==> config.mk <==
export PLATFORM = sky130hd
export DESIGN_NAME = tree_uplink_collector
export DESIGN_NICKNAME = d
export VERILOG_FILES = /design/src/rtl/tree_pkg.sv /design/src/rtl/rr_arbiter.sv /design/src/rtl/tree_uplink_collector.sv
export SDC_FILE = /design/constraint.sdc
export NUM_CORES = 1
export LEC_CHECK = 0
export CORE_MARGIN = 3
export CORE_UTILIZATION = 48
export CTS_BUF_LIST = sky130_fd_sc_hd__clkbuf_8
export DETAILED_ROUTE_END_ITERATION = 10
export PLACE_DENSITY = 0.86
export SKIP_LAST_GASP = 1
export SLEW_MARGIN = 15
export SYNTH_ARGS = -nofsm -noshare
export SYNTH_HDL_FRONTEND = slang
export SYNTH_SLANG_ARGS = --single-unit
==> constraint.sdc <==
create_clock -name clk -period 8.35 [get_ports clk]
set_clock_uncertainty 0.1 [all_clocks]
set_input_delay 1.67 -clock clk [delete_from_list [all_inputs] [get_ports clk]]
set_output_delay 1.67 -clock clk [all_outputs]
set_load 0.02 [all_outputs]
==> src/rtl/tree_pkg.sv <==
// Shared definitions for the tree hierarchy fan-in/fan-out blocks.
package tree_pkg;

  // Default number of children under each hierarchy node.
  localparam int TREE_FANOUT = 10;

  // Default field widths for the uplink record at the standard fanout.
  localparam int DEF_DATA_W = 16;
  localparam int DEF_SRC_W  = 4;

  // Width of a child-index tag. The result is never narrower than one bit.
  function automatic int src_w(input int n);
    int w;
    w = $clog2(n);
    return (w < 1) ? 1 : w;
  endfunction

  // One uplink record: the payload plus the index of the child that sent it.
  typedef struct packed {
    logic [DEF_DATA_W-1:0] data;
    logic [DEF_SRC_W-1:0]  src;
  } uplink_rec_t;

endpackage

==> src/rtl/rr_arbiter.sv <==
// Combinational round-robin arbiter. The search starts just after last_grant
// and wraps modulo N. The caller owns the last_grant register.
module rr_arbiter
  import tree_pkg::*;
#(
  parameter  int N = TREE_FANOUT,
  localparam int W = src_w(N)
) (
  input  logic [N-1:0] req,
  input  logic [W-1:0] last_grant,
  output logic         any_req,
  output logic [W-1:0] gnt_idx
);

  int           sum;
  logic [W-1:0] cand;

  // Scan children in rotating priority order and pick the first requester.
  always_comb begin
    any_req = 1'b0;
    gnt_idx = '0;
    sum     = 0;
    cand    = '0;
    for (int k = 1; k <= N; k++) begin
      sum = int'(last_grant) + k;
      if (sum >= N) begin
        sum = sum - N;
      end
      cand = W'(sum);
      if (!any_req && req[cand]) begin
        any_req = 1'b1;
        gnt_idx = cand;
      end
    end
  end

endmodule

==> src/rtl/tree_uplink_collector.sv <==
// Fan-in collector for one hierarchy node. It arbitrates round-robin across
// the child record ports and forwards the winner through a single registered
// valid/ready uplink stage. It also counts every record accepted from a child.
module tree_uplink_collector
  import tree_pkg::*;
#(
  parameter  int NUM_CHILDREN = TREE_FANOUT,
  parameter  int DATA_W       = 16,
  parameter  int CNT_W        = 32,
  localparam int SRC_W        = src_w(NUM_CHILDREN)
) (
  input  logic                       clk,
  input  logic                       rst_n,
  input  logic [NUM_CHILDREN-1:0]        child_valid,
  input  logic [NUM_CHILDREN*DATA_W-1:0] child_data,
  output logic [NUM_CHILDREN-1:0]        child_ready,
  output logic                       up_valid,
  output logic [DATA_W-1:0]          up_data,
  output logic [SRC_W-1:0]           up_src,
  input  logic                       up_ready,
  output logic [CNT_W-1:0]           xfer_count
);

  logic              up_valid_q,   up_valid_d;
  logic [DATA_W-1:0] up_data_q,    up_data_d;
  logic [SRC_W-1:0]  up_src_q,     up_src_d;
  logic [SRC_W-1:0]  last_grant_q, last_grant_d;
  logic [CNT_W-1:0]  xfer_count_q, xfer_count_d;

  logic              load_en;
  logic              any_req;
  logic [SRC_W-1:0]  gnt_idx;
  logic [DATA_W-1:0] gnt_data;

  rr_arbiter #(
    .N (NUM_CHILDREN)
  ) u_arb (
    .req        (child_valid),
    .last_grant (last_grant_q),
    .any_req    (any_req),
    .gnt_idx    (gnt_idx)
  );

  // The output stage accepts a new record when it is empty or is being drained
  // this cycle. Only the granted child's payload is routed to the register.
  always_comb begin
    load_en      = !up_valid_q || up_ready;
    gnt_data     = child_data[int'(gnt_idx)*DATA_W +: DATA_W];
    child_ready  = '0;
    up_valid_d   = up_valid_q;
    up_data_d    = up_data_q;
    up_src_d     = up_src_q;
    last_grant_d = last_grant_q;
    xfer_count_d = xfer_count_q;
    if (load_en) begin
      if (any_req) begin
        child_ready[gnt_idx] = 1'b1;
        up_valid_d           = 1'b1;
        up_data_d            = gnt_data;
        up_src_d             = gnt_idx;
        last_grant_d         = gnt_idx;
        xfer_count_d         = xfer_count_q + 1'b1;
      end else begin
        up_valid_d = 1'b0;
      end
    end
  end

  // Uplink register, round-robin pointer and transfer counter. The pointer
  // resets to the last child so that child 0 has first priority.
  always_ff @(posedge clk or negedge rst_n) begin
    if (!rst_n) begin
      up_valid_q   <= 1'b0;
      up_data_q    <= '0;
      up_src_q     <= '0;
      last_grant_q <= SRC_W'(NUM_CHILDREN - 1);
      xfer_count_q <= '0;
    end else begin
      up_valid_q   <= up_valid_d;
      up_data_q    <= up_data_d;
      up_src_q     <= up_src_d;
      last_grant_q <= last_grant_d;
      xfer_count_q <= xfer_count_d;
    end
  end

  assign up_valid   = up_valid_q;
  assign up_data    = up_data_q;
  assign up_src     = up_src_q;
  assign xfer_count = xfer_count_q;

endmodule

==> reports/results.ini <==
[global_routing]
globalRoute.totalOverflow = 0
first_global_vias = 7302
global_route.usage.total_pct = 30.9
largest_net_degree_at_the_start_of_global_routing = 56
number_of_antenna_violations_at_the_first_check_in_global_routing = 3
first_pass_grt_wire_length_um = 39400

[die]
die_h_um = 126
die-area_um2 = 15800
num_rows = 43
design.portCount = 236
chipWidth_um = 126
floorplan.initialDensity_pct = 49.4
floorplan.core_area_um2 = 13900

[route]
detail_route.first_pass.iterations = 5
avgRoutedWirePerCell_um = 21.1
route.vias.total = 7483
detail_route.iter0.violations = 574
wl_um = 25600
detail-route-antenna-nets = 0
remaining_drc_errors = 0
avgViaCountPerCell = 6.17

[synth]
synth_enable_flop_cells = 0
synthesis.area_um2 = 6880
synth-seq-cells = 55
syn-num-nets = 1019
synthArstFlopShare_pct = 100
netlist_instances = 823
syn-mean-instance-area_um2 = 8.36
synth.yosys.seq_area_share_pct = 20.0
yosys_warnings = 0
synth_cell_types = 98
synth_flop_cell = dfrtp_1

[worst_setup_path]
setup.worst_path.start_class = register
critPathLaunch = last_grant_q[0]$_DFFE_PN1P_
timing.critical_path.to_type = output port
setup.worst_path.class = reg -> out
worst_setup_path_endpoint = child_ready[4]
worst-r2r-setup-slack_ns = 2.00
worstPathArrival_ns = 6.09
crit-reg2reg-capture = up_data[6]$_DFFE_PN0P_
crit_required_ns = 6.58
worst-r2r-cell-count = 16
cp_max_fo = 13
reg2reg_from = last_grant_q[3]$_DFFE_PN1P_

[place]
place.port_buffers = 235
gpl.final_weighted_congestion = 1.06
placedInstanceArea_um2 = 9230
dp_hpwl_um = 20500
minimum_setup_slack_after_placement_ns = 0.823

[timing]
hold_violations = 0
rsz_0062_raised_after_global_routing = false
timing.hold.ws_ns = 0.403
postLayoutSetupSlackWorst_ns = 0.485
relSlewSlack_pct = 44.6
setup_viol = 0
achievable-frequency_mhz = 127
worst_slew_pin_slew_ns = 0.830
fin_tns_setup_ns = 0
final_min_period_over_clock_period_pct = 94.2
final_slew_viol_count = 0
timing.final.crit_period_ns = 7.86

[cells_and_area]
post-route-cell-area_um2 = 9330
final_layout_size_suffix_gt1_share_pct = 8.55
nFillCells = 1130
area_delta_synth_final_pct = 35.6
finalNetCount = 1224

[clocking]
cts_tree = built
clock_sinks = 55
cts-resized-gates = 0
max-clock-path-buffers = 2
path_clk_slew_ns = 0.11
htree_num_levels = 2
number_of_buffers_created_by_cts = 5
clock_latency_on_the_worst_skew_pair_ns = 0.32
cts.root.buffer_cell = clkbuf_8
cts-hold-fix-buffers = 0
post-cts-setup-buffers = 0

[min_path]
worst_hold_path_class = reg -> reg
min_from = xfer_count[27]$_DFFE_PN0P_

[flow_run]
cap_viol_max_count = 0

[outcome]
status = finished clean

## placed cells by master (no fill, tap or decap), types with 9 or more instances in the layout
cell type,n
and3_1,13
nand2_1,74
o21ai_0,44
nor3_1,15
buf_4,12
o21a_1,16
clkdlybuf4s50_1,234
o211ai_1,9
nor2b_1,12
mux2_2,16
inv_1,16
nand3_1,30
and2_1,16
or2_2,10
o22ai_1,13
o31a_1,13
nand2b_1,31
nor2_1,38
dfrtp_1,53
ha_1,22
xor2_1,11
xnor2_1,41
a211oi_1,10
mux2i_1,67
a21oi_1,55
a22oi_1,9
## Yosys cell counts (10+ instances only)
cell | n | area share [%]
inv_1 | 16 | 0.87
mux2i_1 | 67 | 9.7
nand3_1 | 30 | 2.2
o21ai_0 | 44 | 3.2
xor2_1 | 11 | 1.4
o31a_1 | 13 | 1.7
ha_1 | 22 | 4.0
a21oi_1 | 55 | 4.0
mux2_2 | 16 | 2.6
nor2_1 | 38 | 2.1
and2_1 | 16 | 1.5
o21a_1 | 16 | 1.7
dfrtp_1 | 53 | 19
clkbuf_1 | 18 | 0.98
nand2_1 | 74 | 4.0
a211oi_1 | 10 | 1.1
nor3_1 | 15 | 1.1
nand2b_1 | 31 | 2.8
and3_1 | 13 | 1.2
o22ai_1 | 14 | 1.3
buf_2 | 12 | 0.87
xnor2_1 | 41 | 5.2
or2_2 | 10 | 0.91
nor2b_1 | 12 | 1.1
## worst min path at each step
stage | to | cells past startpoint | slack (ns)
global route | xfer_count[7]$_DFFE_PN0P_ | 1 | 0.42
finish | xfer_count[27]$_DFFE_PN0P_ | 1 | 0.40
floorplan | xfer_count[31]$_DFFE_PN0P_ | 1 | 0.48
global placement | xfer_count[31]$_DFFE_PN0P_ | 1 | 0.36
detailed placement | xfer_count[27]$_DFFE_PN0P_ | 1 | 0.38
CTS | xfer_count[27]$_DFFE_PN0P_ | 1 | 0.40
## layout make-up
cell class	count	area, um2	share of cell area (%)
multi-input cells	700	5110	54.8
repair buffers	247	2440	26.1
flip-flops and latches	55	1380	14.8
well taps	180	225	2.41
inverters	19	71.3	0.764
clock buffers	5	68.8	0.738
clock inverters	3	27.5	0.295
diodes	3	7.51	0.0805
## per-stage QoR
step | instances | util [%]
floorplan | 823 | -
global placement | 1201 | 66.2
detailed placement | 1201 | 66.2
CTS | 1209 | 66.9
global route | 1212 | 67.0
finish | 1212 | 67.0
## layer usage
metal  GRT usage (%)  vias up  share of wire [%]  routed length [um]
met5               0        -                  0                   0
met4            12.8        0                4.0                1010
met3            7.08       62                8.1                2070
met2            51.6      357                 49               12400
met1            38.4     3600                 39               10000
li1                -     3464                  -                   -
## cell families (layout without fill, tap and decap cells)
family / Yosys count / after routing / synth area share [%]
xor gates and xnor gates: 54 / 54 / 7.09
adders and majority gates: 23 / 23 / 4.29
DFF: 55 / 55 / 20.0
and+or+nand+nor: 285 / 285 / 22.3
AOI/OAI and AO/OA: 247 / 247 / 25.6
other: 0 / 3 / 0
muxes: 91 / 91 / 14.8
buffers and inverters: 68 / 274 / 5.87
## state kept, by name, indices dropped and copies added, names as in the netlist
| register | cells |
|---|---|
| up_data | 16 |
| last_grant_q | 2 |
| up_src | 4 |
| up_valid | 1 |
| xfer_count | 32 |
## critical path: stages (launching register included)
cell and delay [ns]:
dfstp_2 0.56, ha_1 0.50, xor2_1 0.46, inv_2 0.14
ha_1 0.34, a21oi_2 0.20, a311oi_4 0.08, xnor2_1 0.53
o311a_1 0.38, o21a_1 0.22, nor3b_1 0.08, o2bb2ai_1 0.17
a311oi_1 0.42, nand2_1 0.35, nand2_1 0.38, nand2b_1 0.14
nor2_1 0.14, clkdlybuf4s50_1 0.65
Power is left out: the tool's default activity adds up to more than one toggle a clock period on the data nets, which glitch-free logic cannot reach.
